--- src/rtl/led_seq_ctrl_pkg.sv ---
// Shared encodings for the LED pattern sequencer and its command source.
// Mode encodings, FSM state type and bounce direction constants.
package led_seq_ctrl_pkg;

  typedef enum logic [1:0] {
    MODE_OFF    = 2'd0,
    MODE_BLINK  = 2'd1,
    MODE_RUN    = 2'd2,
    MODE_BOUNCE = 2'd3
  } mode_e;

  typedef enum logic [1:0] {
    S_OFF    = 2'd0,
    S_BLINK  = 2'd1,
    S_RUN    = 2'd2,
    S_BOUNCE = 2'd3
  } state_e;

  localparam logic DIR_UP   = 1'b0;
  localparam logic DIR_DOWN = 1'b1;

endpackage

--- src/rtl/led_seq_ctrl_tick_gen.sv ---
// Time-base counter for the LED sequencer: synchronous clear and enable,
// wraps at CNT_MAX and flags the terminal count while enabled.
module tick_gen #(
  parameter int                 CNT_W   = 25,
  parameter logic [CNT_W-1:0]   CNT_MAX = 25'd24_999_999
) (
  input  logic sys_clk,
  input  logic sys_rst_n,
  input  logic clr,
  input  logic en,
  output logic tick
);

  logic [CNT_W-1:0] cnt_q;
  logic [CNT_W-1:0] cnt_d;
  logic             at_max_s;

  assign at_max_s = (cnt_q == CNT_MAX);
  // Clear wins over enable so an accept on the terminal count swallows the tick.
  assign tick     = at_max_s && en && !clr;

  // Next counter value: clear, wrap, increment or hold.
  always_comb begin
    cnt_d = cnt_q;
    if (clr) begin
      cnt_d = {CNT_W{1'b0}};
    end else if (en) begin
      if (at_max_s) begin
        cnt_d = {CNT_W{1'b0}};
      end else begin
        cnt_d = cnt_q + {{(CNT_W-1){1'b0}}, 1'b1};
      end
    end else begin
      cnt_d = cnt_q;
    end
  end

  // Counter register.
  always_ff @(posedge sys_clk or negedge sys_rst_n) begin
    if (!sys_rst_n) begin
      cnt_q <= {CNT_W{1'b0}};
    end else begin
      cnt_q <= cnt_d;
    end
  end

endmodule

--- src/rtl/led_seq_ctrl.sv ---
// LED bank pattern sequencer: valid/ready mode commands select off, blink,
// running light or bounce, stepped by a shared time-base tick.
module led_seq_ctrl
  import led_seq_ctrl_pkg::*;
#(
  parameter int               CNT_W   = 25,
  parameter logic [CNT_W-1:0] CNT_MAX = 25'd24_999_999,
  parameter int               LED_W   = 4
) (
  input  logic             sys_clk,
  input  logic             sys_rst_n,
  input  logic             cmd_valid,
  input  logic [1:0]       cmd_mode,
  output logic             cmd_ready,
  input  logic             hold,
  output logic             tick,
  output logic [LED_W-1:0] led_out
);

  localparam logic [LED_W-1:0] PAT_ZERO = {LED_W{1'b0}};
  localparam logic [LED_W-1:0] PAT_ONES = {LED_W{1'b1}};
  localparam logic [LED_W-1:0] PAT_BIT0 = {{(LED_W-1){1'b0}}, 1'b1};

  state_e           state_q, state_d;
  logic             dir_q, dir_d;
  logic [LED_W-1:0] led_q, led_d;
  logic             ready_q, ready_d;

  logic accept_s;
  logic tg_clr_s;
  logic tg_en_s;
  logic tick_s;

  assign accept_s  = cmd_valid && ready_q;
  assign tg_clr_s  = accept_s || (state_q == S_OFF);
  assign tg_en_s   = !hold && (state_q != S_OFF);
  assign cmd_ready = ready_q;
  assign tick      = tick_s;
  assign led_out   = led_q;

  tick_gen #(
    .CNT_W   (CNT_W),
    .CNT_MAX (CNT_MAX)
  ) u_tick_gen (
    .sys_clk   (sys_clk),
    .sys_rst_n (sys_rst_n),
    .clr       (tg_clr_s),
    .en        (tg_en_s),
    .tick      (tick_s)
  );

  // Next mode, direction and pattern; accept outranks the tick.
  always_comb begin
    state_d = state_q;
    dir_d   = dir_q;
    led_d   = led_q;
    ready_d = !accept_s;
    if (accept_s) begin
      dir_d = DIR_UP;
      case (cmd_mode)
        MODE_OFF:    begin state_d = S_OFF;    led_d = PAT_ZERO; end
        MODE_BLINK:  begin state_d = S_BLINK;  led_d = PAT_ONES; end
        MODE_RUN:    begin state_d = S_RUN;    led_d = PAT_BIT0; end
        MODE_BOUNCE: begin state_d = S_BOUNCE; led_d = PAT_BIT0; end
        default:     begin state_d = S_OFF;    led_d = PAT_ZERO; end
      endcase
    end else if (tick_s) begin
      case (state_q)
        S_BLINK: led_d = ~led_q;
        S_RUN:   led_d = {led_q[LED_W-2:0], led_q[LED_W-1]};
        S_BOUNCE: begin
          // Flip direction as the lit bit lands on an end position.
          if (dir_q == DIR_UP) begin
            led_d = led_q << 1;
            if (led_q[LED_W-2]) begin
              dir_d = DIR_DOWN;
            end else begin
              dir_d = dir_q;
            end
          end else begin
            led_d = led_q >> 1;
            if (led_q[1]) begin
              dir_d = DIR_UP;
            end else begin
              dir_d = dir_q;
            end
          end
        end
        S_OFF:   led_d = PAT_ZERO;
        default: led_d = led_q;
      endcase
    end else begin
      state_d = state_q;
    end
  end

  // Mode, direction, pattern and ready registers.
  always_ff @(posedge sys_clk or negedge sys_rst_n) begin
    if (!sys_rst_n) begin
      state_q <= S_OFF;
      dir_q   <= DIR_UP;
      led_q   <= PAT_ZERO;
      ready_q <= 1'b0;
    end else begin
      state_q <= state_d;
      dir_q   <= dir_d;
      led_q   <= led_d;
      ready_q <= ready_d;
    end
  end

endmodule

--- config.mk ---
export PLATFORM = sky130hd
export DESIGN_NAME = led_seq_ctrl
export DESIGN_NICKNAME = d
export VERILOG_FILES = /design/src/rtl/led_seq_ctrl_pkg.sv /design/src/rtl/led_seq_ctrl_tick_gen.sv /design/src/rtl/led_seq_ctrl.sv
export SDC_FILE = /design/constraint.sdc
export NUM_CORES = 1
export LEC_CHECK = 0
export CORE_AREA = 4 4 62 64
export CTS_CLUSTER_DIAMETER = 80
export DETAILED_ROUTE_END_ITERATION = 8
export DIE_AREA = 0 0 66 68
export PLACE_DENSITY = 0.87
export SYNTH_ARGS = -nofsm -noshare
export SYNTH_HDL_FRONTEND = slang
export SYNTH_HIERARCHICAL = 1
export SYNTH_SLANG_ARGS = --single-unit
--- constraint.sdc ---
create_clock -name sys_clk -period 2.7 [get_ports sys_clk]
set_input_delay 0.81 -clock sys_clk [delete_from_list [all_inputs] [get_ports sys_clk]]
set_output_delay 0.81 -clock sys_clk [all_outputs]
set_load 0.02 [all_outputs]
==> summary.txt <==
STA
  • Max Fclk: 380 MHz
  • Setup Skew: 15.0 ps
  • Tmin final: 2630 ps
  • Hold WS: 490 ps
  • Pins over their slew limit: 0
  • Relative slew slack: 0.600
  • Final setup TNS: 0 ps
  • Final setup fails: 0
  • Final hold violations: 0
  • Worst-Margin Slew: 594 ps
  • Fin crit share: 0.973

Min path
  • Hold Path Depth: 1
  • Hold Path Class: reg -> reg
  • Hold path start: u_tick_gen/cnt_q[24]
  • Hold EP: u_tick_gen/cnt_q[24]

Floorplanning
  • Core area: 3280 um^2
  • Die Width: 66 um
  • Initial core utilization: 0.570
  • # rows: 21
  • I/O pin count: 12
  • Die footprint: 4490 um^2
  • Die Height: 68 um

Job
  • Max-cap violations: 0

Run status
  • Outcome: completed

Setup path
  • Worst endpoint required time: 1890 ps
  • CP Capture Type: primary output
  • Cells on worst reg2reg path: 7
  • Crit path DAT: 1820 ps
  • Crit Reg-Reg Startpoint: u_tick_gen/cnt_q[19]
  • Crit Path Category: in -> out
  • Crit Path Max Fanout: 2
  • R2r setup slk: 580 ps
  • Startpoint types: input pin
  • Reg2reg end: led_out[0]

Synth
  • Top post-synthesis cells by area: dfrtp_1 44%, nor2_1 5.4%, nand4_1 5.0%, xor2_1 4.7%, nand2_1 4.4%
  • Synth Instances: 196
  • Yosys Warn Count: 6
  • Synth async-reset ratio: 1.00
  • Number of synthesized flops with an enable pin: 0
  • Syn Nets: 203
  • Register area share after synthesis: 0.441
  • Post-synth top area share: 0.441
  • Post-synthesis cell area: 1870 um^2
  • Synth unique cells: 44
  • Top cell type by total area after synthesis: dfrtp_1
  • Average size of a mapped cell: 9.56 um^2
  • Synthesized flop and latch total: 33
  • Synth Flop Type: dfrtp_1

Layout
  • Area growth from synthesis to layout: 21.2%
  • Most frequent cells in the layout: 33 x dfrtp_1, 26 x nor2_1, 24 x buf_4
  • Most common cell after layout, fill and taps aside: dfrtp_1
  • Layout cell share with drive strength beyond 1: 0.198
  • ANT cells: 0
  • Nets: 238

Pwr
  • Static leakage: 0.965 nW
  • Power per standard cell area: 486 nW/um^2
  • Final Total Pwr: 0.00110 W
  • Max rail drop VDD: 0.318 mV

Global route
  • Largest net degree at the start of global routing: 34
  • GRT Overall Usage: 0.196
  • Vias in the first global route: 1,424
  • Initial antenna violation count: 0
  • First-pass GRT wire length: 6700 um
  • GR Overflow Total: 0

Routing
  • Initial DRC Count: 154
  • Via count: 1,631
  • Detailed-route DRC error count: 0
  • Total routed wirelength: 3940 um
  • First drt pass iteration count: 4
  • WL per Instance: 14.2 um
  • Routed vias/inst: 5.87
  • Routed Antenna Nets: 0

CTS
  • CTS tree: done
  • Max Root-Sink Buffers: 2
  • CTS hold repair buffers: 0
  • Clk pin slew, worst setup/hold paths: 100 ps
  • CTS buffer count: 5
  • Root Buffer: clkbuf_4
  • # H-tree levels: 2
  • Clock latency on the worst-skew pair: 330 ps
  • CTS Sinks: 33

Placed design
  • IO Port Bufs: 11
  • Routability cong.: 0.848
  • DP HPWL: 2760 um
[final cells by class]
cell class              instances  area, um^2
clock buffers                   7        55.1
clock inverters                 1        30.0
fillers                       257        1010
inverters                       4        15.0
multi-input cells             152         985
flip-flops and latches         33         826
well taps                      46        57.6
repair buffers                 35         302
[per-stage QoR]
| stage | util | std cells | instance area [um^2] | setup WS [ps] |
|---|---|---|---|---|
| detailed placement | 0.658 | 268 | 2160 | -637 |
| global placement | 0.658 | 268 | 2160 | -636 |
| CTS | 0.685 | 277 | 2250 | 58.4 |
| floorplan | - | 196 | 1890 | 102 |
| global route | 0.691 | 278 | 2270 | -1.57 |
| finish | 0.691 | 278 | 2270 | 71.6 |
[synthesized netlist by cell type (2+ instances only)]
cell      count
dfrtp_1      33
nor2_1       27
nand2_1      22
nand4_1      15
a31oi_1      10
xor2_1       10
nand3_1       7
xnor2_1       7
nor3_1        6
o21ai_0       5
and3_1        4
inv_1         4
a21oi_1       3
and2_1        3
buf_6         3
nor4_1        3
a21boi_0      2
a22o_1        2
a41oi_1       2
buf_2         2
clkbuf_8      2
mux2_2        2
[power breakdown]
part / switching (W) / internal, W
clock network: 0.000165 / 0.000221
logic: 0.0000983 / 0.0000827
registers: 0.0000242 / 0.000511
[cells by family (layout without fill, tap and decap cells)]
logic type | Yosys count | count (layout) | share of synthesized area
simple gates | 99 | 99 | 0.282
compound gates | 33 | 33 | 0.133
flops | 33 | 33 | 0.441
xor+xnor | 17 | 17 | 0.0795
buf+inv | 11 | 47 | 0.0461
mux | 2 | 2 | 0.0120
fa+ha+maj | 1 | 1 | 0.00668
[sequential cells by signal (all words and copies together) (netlist names)]
| name | flops |
|---|---|
| dir_q | 1 |
| u_tick_gen/cnt_q | 25 |
| state_q | 2 |
| cmd_ready | 1 |
| led_out | 4 |
[how the worst max path moves through the flow]
stage              start    to  slack (ps)
2_1_floorplan  cmd_valid  tick         100
3_5_place_dp   cmd_valid  tick        -640
4_1_cts             hold  tick          60
6_report       cmd_valid  tick          70
3_3_place_gp   cmd_valid  tick        -640
5_1_grt        cmd_valid  tick          -2
[critical path, stage by stage]
cell and delay [ps]:
dlygate4sd2_1 250, nand2_2 80, o21ai_2 60, inv_1 90
nand2_2 70, nor4_4 270, buf_4 190
[what timing repair did]
item                                    in CTS  in global routing
endpoints found under the setup margin       1                  1
gates resized for setup                      6                  5
buffers inserted                             1                  1
pin swaps                                    1                  2
[per-layer routing]
| metal | global-route usage | up-vias | share of wire |
|---|---|---|---|
| met2 | 0.312 | 46 | 0.46 |
| met5 | 0 | - | 0 |
| met1 | 0.264 | 787 | 0.46 |
| li1 | - | 794 | - |
| met3 | 0.0460 | 4 | 0.056 |
| met4 | 0.0711 | 0 | 0.015 |
Power figures use the tool's default switching activity.
==> RTL edit, RTL diff (same settings) <==
Add an input register stage for `cmd_mode`, cleared by the reset; this delays it by one clock. The other inputs are not delayed to match.
--- a/src/rtl/led_seq_ctrl.sv
+++ b/src/rtl/led_seq_ctrl.sv
@@ -20,6 +20,16 @@
   localparam logic [LED_W-1:0] PAT_ZERO = {LED_W{1'b0}};
   localparam logic [LED_W-1:0] PAT_ONES = {LED_W{1'b1}};
   localparam logic [LED_W-1:0] PAT_BIT0 = {{(LED_W-1){1'b0}}, 1'b1};
+
+  logic [1:0] cmd_mode_q;
+
+  always_ff @(posedge sys_clk or negedge sys_rst_n) begin
+    if (!sys_rst_n) begin
+      cmd_mode_q <= '0;
+    end else begin
+      cmd_mode_q <= cmd_mode;
+    end
+  end
 
   state_e           state_q, state_d;
   logic             dir_q, dir_d;
@@ -57,7 +67,7 @@
     ready_d = !accept_s;
     if (accept_s) begin
       dir_d = DIR_UP;
-      case (cmd_mode)
+      case (cmd_mode_q)
         MODE_OFF:    begin state_d = S_OFF;    led_d = PAT_ZERO; end
         MODE_BLINK:  begin state_d = S_BLINK;  led_d = PAT_ONES; end
         MODE_RUN:    begin state_d = S_RUN;    led_d = PAT_BIT0; end
Function: changed (Yosys sat finds a counterexample within 4 cycles, from zero or initial values and one cycle with sys_rst_n low).
==> RTL edit against the unedited design <==
  * Non-clock buffer count grew 2
  * Core utilization grew 2.0 points
  * Worst setup slack gained 0.015 ns
  * Maximum frequency grew 0.59%
  * Design area grew 2.9%
  * Total power grew 1.3%
  * Area after synthesis grew 3.5%
  * Final cell count grew 1.1%
  * Die area is the same
  * Sequential cell count grew 2
  * Global-route usage grew 1.6 points
  * Wire length grew 11%
==> RTL edit: results (changes against the unedited design) <==
.. list-table::
   :header-rows: 1

   * - Metric
     - Value
   * - Crit path max fanout
     - 6 (+4)
   * - Synthesized net count
     - 206 (+1.5%)
   * - WL per Instance
     - 15.6 µm (+10%)
   * - Total clock buffers created by CTS
     - 5 (unchanged)
   * - Cell type group with the largest total delay on the critical path
     - simple AND/OR/NAND/NOR gates
   * - Crit. Startpoint
     - u_tick_gen/cnt_q[19]$_DFFE_PN0P_
   * - Pint
     - 817 µW (+0.23%)
   * - CTS-repair resized insts
     - 7 (+1)
   * - Worst Hold Margin
     - 0.502 ns (+0.0119 ns)
   * - Maximum vdd ir drop
     - 0.300 mV (-5.5%)
   * - Commonest cells in the synthesized netlist
     - dfrtp_1, nor2_1, nand2_1
   * - Reg2Reg Setup Slack
     - 0.36 ns (-0.22 ns)
   * - Non-filler instance count after layout
     - 281 (+1.1%)
   * - First-pass GRT wire length
     - 7250 µm (+8.2%)
   * - Share of final-layout standard cells stronger than drive strength 1
     - 21.3% (+1.4 points)
   * - Met1 Routed Length
     - 2080 µm (+13%)
   * - Initial antenna violation count
     - 0 (unchanged)
   * - Capture instance of the worst register-to-register path
     - led_out[3]$_DFFE_PN0P_
   * - Detail Placement HPWL
     - 2830 µm (+2.5%)
   * - Arrival time reported for the critical path endpoint
     - 1.80 ns (-0.02 ns)
   * - Number of iterations in the first detailed-routing pass
     - 4 (unchanged)
   * - GRT met1 Usage
     - 29.5% (+3.0 points)
   * - Dominant cells by area after synthesis
     - dfrtp_1, nor2_1, nand4_1
   * - Fin crit period
     - 2.61 ns (-0.0154 ns)
   * - Status
     - finished clean
   * - Met3 Use GR
     - 4.93% (+0.33 points)
   * - Measured slew at the worst slew-check pin
     - 0.625 ns (+0.0309 ns)
   * - Routed length on met3
     - 246 µm (+12%)
   * - Maximum number of pins on one net before global-route repair
     - 36 (+5.9%)
   * - Share of the yosys chip area belonging to registers
     - 45.2% (+1.1 points)
   * - Placer's final routability congestion estimate
     - 0.848 (about the same)
   * - Most instantiated flip-flop cell in the synthesis netlist
     - dfrtp_1
   * - Total routing usage reported by global routing
     - 21.2% (+1.6 points)
   * - Biggest register
     - u_tick_gen/cnt_q
   * - Worst-path cell with the longest stage delay
     - dfrtp_1
   * - Cells after DPL
     - 270 (+0.75%)
   * - Leakage power total
     - 0.000999 µW (+3.6%)
   * - Met2 capacity usage during global routing
     - 32.7% (+1.5 points)
   * - Total length of routed met2 wires
     - 1960 µm (+7.0%)
   * - Vias in the first global route
     - 1549 (+8.8%)
   * - Dpl ws
     - -0.658 ns (-0.0204 ns)
   * - Total vias in the final route
     - 1677 (+2.8%)
   * - Length in cells of the worst reg-to-reg path
     - 9 (+2)
   * - Violation count after the first detailed-route iteration
     - 169 (+9.7%)
   * - Layout net count
     - 242 (+1.7%)
   * - Final Skew
     - 0.0106 ns (-0.00445 ns)
   * - CP max stage delay
     - 0.44 ns (+0.17 ns)
   * - Cells after Synth
     - 199 (+1.5%)
   * - # Post-CTS Setup Buffers
     - 2 (+1)
   * - Post-placement cell area
     - 2220 µm² (+2.7%)
-- RTL edit: cell type report --
cell class,count,area [µm²]
Timing Repair Buffer,37,308
Clock inverter,1,30.0
Fill cell,231,950
Sequential cell,35,876
Tap cell,46,57.6
Multi-Input combinational cell,151,1000
Clock buffer,6,41.3
Inverter,5,18.8
-- RTL edit: cell families after synthesis --
logic type      synth area share [%]
compound gates                  12.7
xor+xnor                        7.68
fa+ha+maj                      0.645
buf+inv                         4.39
flops                           45.2
mux                             1.16
simple gates                    28.3
-- RTL edit: power groups by stage --
| stage | combinational, µW | clock, µW | sequential (µW) |
|---|---|---|---|
| finish | 193 | 357 | 567 |
| global route | 208 | 392 | 569 |
| detailed placement | 179 | 0 | 573 |
| global placement | 174 | 0 | 572 |
| CTS | 186 | 366 | 564 |
| floorplan | 90.4 | 0 | 582 |
